File: src/rtl/alu_arbiter.sv
// alu_arbiter: shares one combinational ALU between two requesters using
// round-robin arbitration, with a one-entry registered response buffer per port.
module alu_arbiter #(
  parameter int WIDTH = 32,
  parameter int OPW   = 5
) (
  input  logic             clk,
  input  logic             rst,
  // requester 0
  input  logic             req0_valid_i,
  output logic             req0_ready_o,
  input  logic [WIDTH-1:0] req0_a_i,
  input  logic [WIDTH-1:0] req0_b_i,
  input  logic [OPW-1:0]   req0_op_i,
  output logic             rsp0_valid_o,
  input  logic             rsp0_ready_i,
  output logic [WIDTH-1:0] rsp0_result_o,
  output logic             rsp0_err_o,
  // requester 1
  input  logic             req1_valid_i,
  output logic             req1_ready_o,
  input  logic [WIDTH-1:0] req1_a_i,
  input  logic [WIDTH-1:0] req1_b_i,
  input  logic [OPW-1:0]   req1_op_i,
  output logic             rsp1_valid_o,
  input  logic             rsp1_ready_i,
  output logic [WIDTH-1:0] rsp1_result_o,
  output logic             rsp1_err_o,
  // shared ALU
  output logic [WIDTH-1:0] alu_a_o,
  output logic [WIDTH-1:0] alu_b_o,
  output logic [OPW-1:0]   alu_op_o,
  input  logic [WIDTH-1:0] alu_out_i
);

  typedef enum logic {
    PORT0 = 1'b0,
    PORT1 = 1'b1
  } port_e;

  localparam logic [OPW-1:0] OpAdd  = OPW'(5'b00000);
  localparam logic [OPW-1:0] OpSub  = OPW'(5'b01000);
  localparam logic [OPW-1:0] OpSlt  = OPW'(5'b00010);
  localparam logic [OPW-1:0] OpSltu = OPW'(5'b00011);
  localparam logic [OPW-1:0] OpAnd  = OPW'(5'b00111);
  localparam logic [OPW-1:0] OpOr   = OPW'(5'b00110);
  localparam logic [OPW-1:0] OpXor  = OPW'(5'b00100);
  localparam logic [OPW-1:0] OpSll  = OPW'(5'b00001);
  localparam logic [OPW-1:0] OpSrl  = OPW'(5'b00101);
  localparam logic [OPW-1:0] OpSra  = OPW'(5'b01101);

  function automatic logic isLegalOp(input logic [OPW-1:0] op);
    case (op)
      OpAdd, OpSub, OpSlt, OpSltu, OpAnd,
      OpOr, OpXor, OpSll, OpSrl, OpSra: isLegalOp = 1'b1;
      default:                          isLegalOp = 1'b0;
    endcase
  endfunction

  port_e            lastGrant_q, lastGrant_d;
  logic             rsp0Valid_q, rsp0Valid_d;
  logic [WIDTH-1:0] rsp0Result_q, rsp0Result_d;
  logic             rsp0Err_q, rsp0Err_d;
  logic             rsp1Valid_q, rsp1Valid_d;
  logic [WIDTH-1:0] rsp1Result_q, rsp1Result_d;
  logic             rsp1Err_q, rsp1Err_d;

  logic             slotFree0, slotFree1;
  logic             elig0, elig1;
  logic             grant0, grant1;
  logic             aluLegal;
  logic [WIDTH-1:0] capturedResult;

  // Eligibility and round-robin grant; nothing is granted while reset is held.
  always_comb begin
    slotFree0 = !rsp0Valid_q || rsp0_ready_i;
    slotFree1 = !rsp1Valid_q || rsp1_ready_i;
    elig0     = req0_valid_i && slotFree0 && !rst;
    elig1     = req1_valid_i && slotFree1 && !rst;
    grant0    = elig0 && (!elig1 || (lastGrant_q == PORT1));
    grant1    = elig1 && (!elig0 || (lastGrant_q == PORT0));
  end

  assign req0_ready_o = grant0;
  assign req1_ready_o = grant1;

  // Route the granted requester to the ALU; idle drive is 0/0/ADD.
  always_comb begin
    alu_a_o  = '0;
    alu_b_o  = '0;
    alu_op_o = OpAdd;
    if (grant0) begin
      alu_a_o  = req0_a_i;
      alu_b_o  = req0_b_i;
      alu_op_o = req0_op_i;
    end else if (grant1) begin
      alu_a_o  = req1_a_i;
      alu_b_o  = req1_b_i;
      alu_op_o = req1_op_i;
    end
  end

  // Illegal op codes still reach the ALU but capture as result 0 with err set.
  always_comb begin
    aluLegal       = isLegalOp(alu_op_o);
    capturedResult = aluLegal ? alu_out_i : '0;
  end

  // Next state: pointer follows handshakes, buffers load on grant or drain on ready.
  always_comb begin
    lastGrant_d  = lastGrant_q;
    rsp0Valid_d  = rsp0Valid_q;
    rsp0Result_d = rsp0Result_q;
    rsp0Err_d    = rsp0Err_q;
    rsp1Valid_d  = rsp1Valid_q;
    rsp1Result_d = rsp1Result_q;
    rsp1Err_d    = rsp1Err_q;

    if (grant0) begin
      lastGrant_d = PORT0;
    end else if (grant1) begin
      lastGrant_d = PORT1;
    end

    if (grant0) begin
      rsp0Valid_d  = 1'b1;
      rsp0Result_d = capturedResult;
      rsp0Err_d    = !aluLegal;
    end else if (rsp0_ready_i) begin
      rsp0Valid_d  = 1'b0;
    end

    if (grant1) begin
      rsp1Valid_d  = 1'b1;
      rsp1Result_d = capturedResult;
      rsp1Err_d    = !aluLegal;
    end else if (rsp1_ready_i) begin
      rsp1Valid_d  = 1'b0;
    end
  end

  // State registers; reset discards pending responses and favours requester 0 next.
  always_ff @(posedge clk or posedge rst) begin
    if (rst) begin
      lastGrant_q  <= PORT1;
      rsp0Valid_q  <= 1'b0;
      rsp0Result_q <= '0;
      rsp0Err_q    <= 1'b0;
      rsp1Valid_q  <= 1'b0;
      rsp1Result_q <= '0;
      rsp1Err_q    <= 1'b0;
    end else begin
      lastGrant_q  <= lastGrant_d;
      rsp0Valid_q  <= rsp0Valid_d;
      rsp0Result_q <= rsp0Result_d;
      rsp0Err_q    <= rsp0Err_d;
      rsp1Valid_q  <= rsp1Valid_d;
      rsp1Result_q <= rsp1Result_d;
      rsp1Err_q    <= rsp1Err_d;
    end
  end

  assign rsp0_valid_o  = rsp0Valid_q;
  assign rsp0_result_o = rsp0Result_q;
  assign rsp0_err_o    = rsp0Err_q;
  assign rsp1_valid_o  = rsp1Valid_q;
  assign rsp1_result_o = rsp1Result_q;
  assign rsp1_err_o    = rsp1Err_q;

endmodule
File: config.mk
export PLATFORM = sky130hd
export DESIGN_NAME = alu_arbiter
export DESIGN_NICKNAME = d
export VERILOG_FILES = /design/src/rtl/alu_arbiter.sv
export SDC_FILE = /design/constraint.sdc
export NUM_CORES = 1
export LEC_CHECK = 0
export CORE_AREA = 5 5 121 123
export CTS_CLUSTER_SIZE = 20
export DETAILED_ROUTE_END_ITERATION = 6
export DIE_AREA = 0 0 126 128
export PLACE_DENSITY = 0.86
export SYNTH_ARGS = -nofsm -noshare
export SYNTH_HDL_FRONTEND = slang
export SYNTH_SLANG_ARGS = --single-unit
File: constraint.sdc
create_clock -name clk -period 4.8 [get_ports clk]
set_input_delay 0.96 -clock clk [delete_from_list [all_inputs] [get_ports clk]]
set_output_delay 0.96 -clock clk [all_outputs]
set_load 0.01 [all_outputs]
# --- Word-level counts from Yosys, hierarchy flattened ---
# Memories as Yosys holds them, arrays and structs flattened.
# Index checks and enable logic that the tools add are counted.
totals:
  ramBits: 0
  rom_bits: 16
  mem_count: 1
  latchBits: 0
  in_bits: 176
  register_bits: 69
classes:
  div: 0
  mux: 14
  n_mul: 0
  n_addsub: 0
  eq_ne: 0
  n_shift: 0
  reduce_logical: 19
  n_bitwise: 1
  order_cmp: 0
memory_table:
  columns: ["name", "words", "width", "read_ports", "rd_clocked_by_memory_dff", "write_ports", "line_no", "rtl"]
  rows:
  - ["(name not given)", 16, 1, 1, 0, 0, "53", "case (op)"]
op_table:
  columns: ["op", "count"]
  rows:
  - ["$mux 32", 5]
  - ["$mux 5", 2]
  - ["$mux 1", 7]
  - ["$logic_and 1x1->1", 6]
  - ["$logic_not 1->1", 6]
  - ["$reduce_bool 2->1", 3]
  - ["$logic_or 1x1->1", 4]
  - ["$not 1->1", 1]

# --- Longest topological paths before layout ---
# An unclocked memory read counts as a cell.
logic_depth:
  depth_word: 12
  ltp_mapped: 9

# --- Least setup slack after synthesis ---
# Ideal clock, no wire load.
synth_timing:
  kind: "in2out"
  from: "input rst"
  to: "output alu_op_o[2]"
  setup_slack_ns: 0.811
  stages: 3
  arrival_ns: 3.029
  t_required_ns: 3.840
  cell_sequence: "clkbuf_1 -> inv_1 -> a32o_1"
synth_via:
  elab_chain_cells: 7
  elab_cells_between_ends: 11
  cone_classes: "mux: 2; reduce/logical: 9"
synth_rtl:
  columns: ["element", "line_no", "rtl"]
  rows:
  - ["from (decl)", "8", "input logic rst,"]
  - ["$logic_not 1->1 (no line) *", null, null]
  - ["$logic_and 1x1->1", "78", "elig0 = req0_valid_i && slotFree0 && !rst;"]
  - ["$logic_not 1->1", "81", "grant1 = elig1 && (!elig0 || (lastGrant_q == PORT0));"]
  - ["$logic_or 1x1->1", "81", null]
  - ["$logic_and 1x1->1", "81", null]
  - ["$mux 5", "96", "end else if (grant1) begin"]
  - ["$mux 5 *", "92", "if (grant0) begin"]
  - ["to (decl)", "32", "output logic [OPW-1:0] alu_op_o,"]
# Mark *: on every way between the ends. The rest lies on a longest branch, timed or not.

# --- Final worst setup path ---
layout_timing:
  from: "input rst"
  to: "output alu_a_o[1]"
layout_via:
  elab_chain_cells: 7
  elab_cells_between_ends: 11
  cone_classes: "mux: 2; reduce/logical: 9"
layout_rtl:
  columns: ["element", "line_no", "rtl"]
  rows:
  - ["$logic_not 1->1 (no line) *", null, null]
  - ["$logic_and 1x1->1", "78", null]
  - ["$logic_not 1->1", "81", null]
  - ["$logic_or 1x1->1", "81", null]
  - ["$logic_and 1x1->1", "81", null]
  - ["$mux 32", "96", null]
  - ["$mux 32 *", "92", null]
  - ["to (decl)", "30", "output logic [WIDTH-1:0] alu_a_o,"]
# Marks and branches as above.

==> impl_metrics.json <==
{
  "syn_area_um2": 4295,
  "netlist_top_cells_count": "68 x dfrtp_1, 66 x a21oi_1, 66 x a22o_1",
  "detail-route-antenna-nets": 0,
  "core_um2": 13560,
  "hold_ws_ns": 0.4828,
  "die_x_um": 126,
  "power_switching_uw": 842.7,
  "seq_power_share_pct": 29.9,
  "vdd_drop_max_mv": 0.1746,
  "grt_max_degree": 70,
  "clk_pin_slew_ns": 0.05,
  "power.share.clock_pct": 28.8,
  "holdBufCountCts": 0,
  "h-tree-depth": 3,
  "wl_per_cell_um": 20.59,
  "syn_to_final_growth_pct": 86.28,
  "timing.fmax_mhz": 241.4,
  "synth.distinct_cells": 28,
  "combPwrFrac_pct": 41.3,
  "setup_viol": 0,
  "initial_core_util_pct": 31.68,
  "fin_skew_ns": 0.01374,
  "gp_congestion": 0.8518,
  "dr_total_vias": 4883,
  "antenna_cells": 0,
  "overflow": 0,
  "synth_seq_area_share_pct": 40.23,
  "crit_start": "rst",
  "viasPerCell": 5.290,
  "synth_warnings": 0,
  "ioPinCount": 315,
  "r2r_slack_ns": 2.14,
  "die_y_um": 128,
  "final_nets": 914,
  "route.detailed.drc": 0,
  "crit_type": "primary input to output port",
  "whs_endpoint": "rsp0_result_o[16]",
  "p_int_uw": 1880,
  "drtIter0Drc": 323,
  "cts_buffer_depth": 2,
  "fin_crit_ns": 4.142,
  "timing.rr.end": "rsp1_err_o",
  "synth.most_common_cell": "dfrtp_1",
  "avgSynthCellArea_um2": 9.653,
  "regArea_um2": 1728,
  "timing.setup.tns_ns": 0,
  "min_from": "rsp0_result_o[16]",
  "r2r_start": "rsp1_valid_o",
  "cts_num_sinks": 69,
  "max_slew_margin_pct": 40.01,
  "synth.mux.area_fraction_pct": 0,
  "synth_top_family_by_area": "compound AO/OA/AOI/OAI gates",
  "synthTopCellsByArea": "dfrtp_1 40%, a22o_1 13%, o31ai_2 12%",
  "timing.final.max_slew_violations": 0,
  "num_rows": 43,
  "status": "complete, no violations",
  "cts_made_buffers": 9,
  "grt_pass1_wl_um": 28140,
  "synthSimpleGateAreaFrac_pct": 11.51,
  "clock_latency_ns": 0.33,
  "leakage_uw": 0.003511,
  "fill_cells": 1170,
  "startpoint_type": "primary input",
  "antenna_found_initial": 0,
  "io_buffer_count": 314,
  "cap_viol_max_count": 0,
  "required_ns": 3.84,
  "cts_tree": "yes",
  "powerDensity_nw_per_um2": 340.3,
  "synth-compound-area-share_pct": 39.59,
  "synthCells": 445,
  "syn-num-nets": 621,
  "synth_top_area_cell": "dfrtp_1",
  "cts_resized": 0,
  "grt_pass1_vias": 4654,
  "yosysTopAreaCellShare_pct": 39.62,
  "drtPass1Iterations": 4,
  "rsz0062_at_grt": "false",
  "tightest_slew_ns": 0.8998,
  "cp_max_fo": 44,
  "grt_util_all_layers_pct": 21.96,
  "post-cts-setup-buffers": 0,
  "synthArstFlopShare_pct": 100.0,
  "wl_um": 19010,
  "multiInputGateArea_um2": 2258,
  "period_share_pct": 86.30,
  "drive_above_1_share_pct": 11.17,
  "root_buffer": "clkbuf_16",
  "synth_flop_cell": "dfrtp_1",
  "dp_hpwl_um": 13600,
  "holdCritPathClass": "flip-flop to flip-flop",
  "dieArea_um2": 16130,
  "synth-edff-count": 0,
  "r2r_cells": 6,
  "finalHoldViolCount": 0,
  "switching_share_pct": 30.94,
  "crit_arrival_ns": 3.18,
  "holdPathStages": 2,
  "synth_xor_xnor_area_share_pct": 0.2039,
  "synth-seq-cells": 69,
  "synthAdderAreaFrac_pct": 0,
  "endpoint_kind": "output port"
}
how the worst max path moves through the flow:
stage,endpoint,depth (start not counted)
4_1_cts,alu_a_o[29],8
3_3_place_gp,alu_a_o[17],8
2_1_floorplan,alu_op_o[2],3
6_report,alu_a_o[1],8
3_5_place_dp,alu_a_o[29],8
5_1_grt,alu_a_o[1],8
stage by stage:
stage | utilization, % | total power [uW] | cells | cell area, um^2 | worst slack (ns)
after floorplan | - | 1280 | 445 | 4295 | 0.8111
after global placement | 56.44 | 1934 | 907 | 7652 | 0.6511
after detailed placement | 56.44 | 1948 | 907 | 7652 | 0.6522
after CTS | 59.02 | 2747 | 923 | 8001 | 0.6548
after global routing | 59.02 | 2854 | 923 | 8001 | 0.5532
final | 59.02 | 2723 | 923 | 8001 | 0.6577
area by class of cell:
cell class | count | area share [%]
inverter | 36 | 1.689
sequential | 69 | 21.60
clock inverter | 5 | 1.329
tap | 180 | 2.815
multi-input combinational | 293 | 28.23
clock buffer | 11 | 3.034
timing repair buffer | 329 | 41.31
metal layers:
layer	routed length, um	vias to the layer above	GRT usage, %
met5	0	-	0
met4	271	0	6.057
met3	1899	16	6.125
met2	8973	249	33.99
met1	7865	2349	30.21
li1	-	2269	-
cell families after synthesis:
group	after synthesis
xor+xnor	1
buf+inv	83
compound gates	209
flops	69
simple gates	83
layout by cell type, fill, tap and decap left out, drive strengths merged:
cell,instances
dfrtp,68
inv,37
dfstp,1
and3,64
o21ai,3
a311oi,1
nor2b,6
o41ai,1
o211ai,1
a22oi,1
o31ai,64
bufinv,3
a21oi,66
buf,15
a22o,66
o311a,1
a211o,1
nand2,3
xor2,1
clkdlybuf4s50,314
a32o,2
clkinvlp,1
nor2,7
nand2b,3
clkbuf,11
o21ba,2
sequential cells by signal, indices dropped and copies added (netlist names):
name           cells
rsp0_valid_o       1
rsp0_err_o         1
rsp1_valid_o       1
rsp1_result_o     32
lastGrant_q        1
rsp1_err_o         1
rsp0_result_o     32
power by group through the flow:
stage,logic (uW),clock network (uW),registers (uW)
after global routing,1200,824,833
after CTS,1130,799,814
final,1120,785,815
after floorplan,406,0,874
after global placement,1110,0,820
after detailed placement,1130,0,819
critical path, stage by stage:
cell	delay, ns
clkdlybuf4s50_1	0.42
buf_4	0.19
nor2b_1	0.21
o211ai_4	0.11
inv_2	0.30
buf_12	0.26
a22o_1	0.18
clkdlybuf4s50_1	0.53
Note: power is estimated with default switching activity, not from simulation.
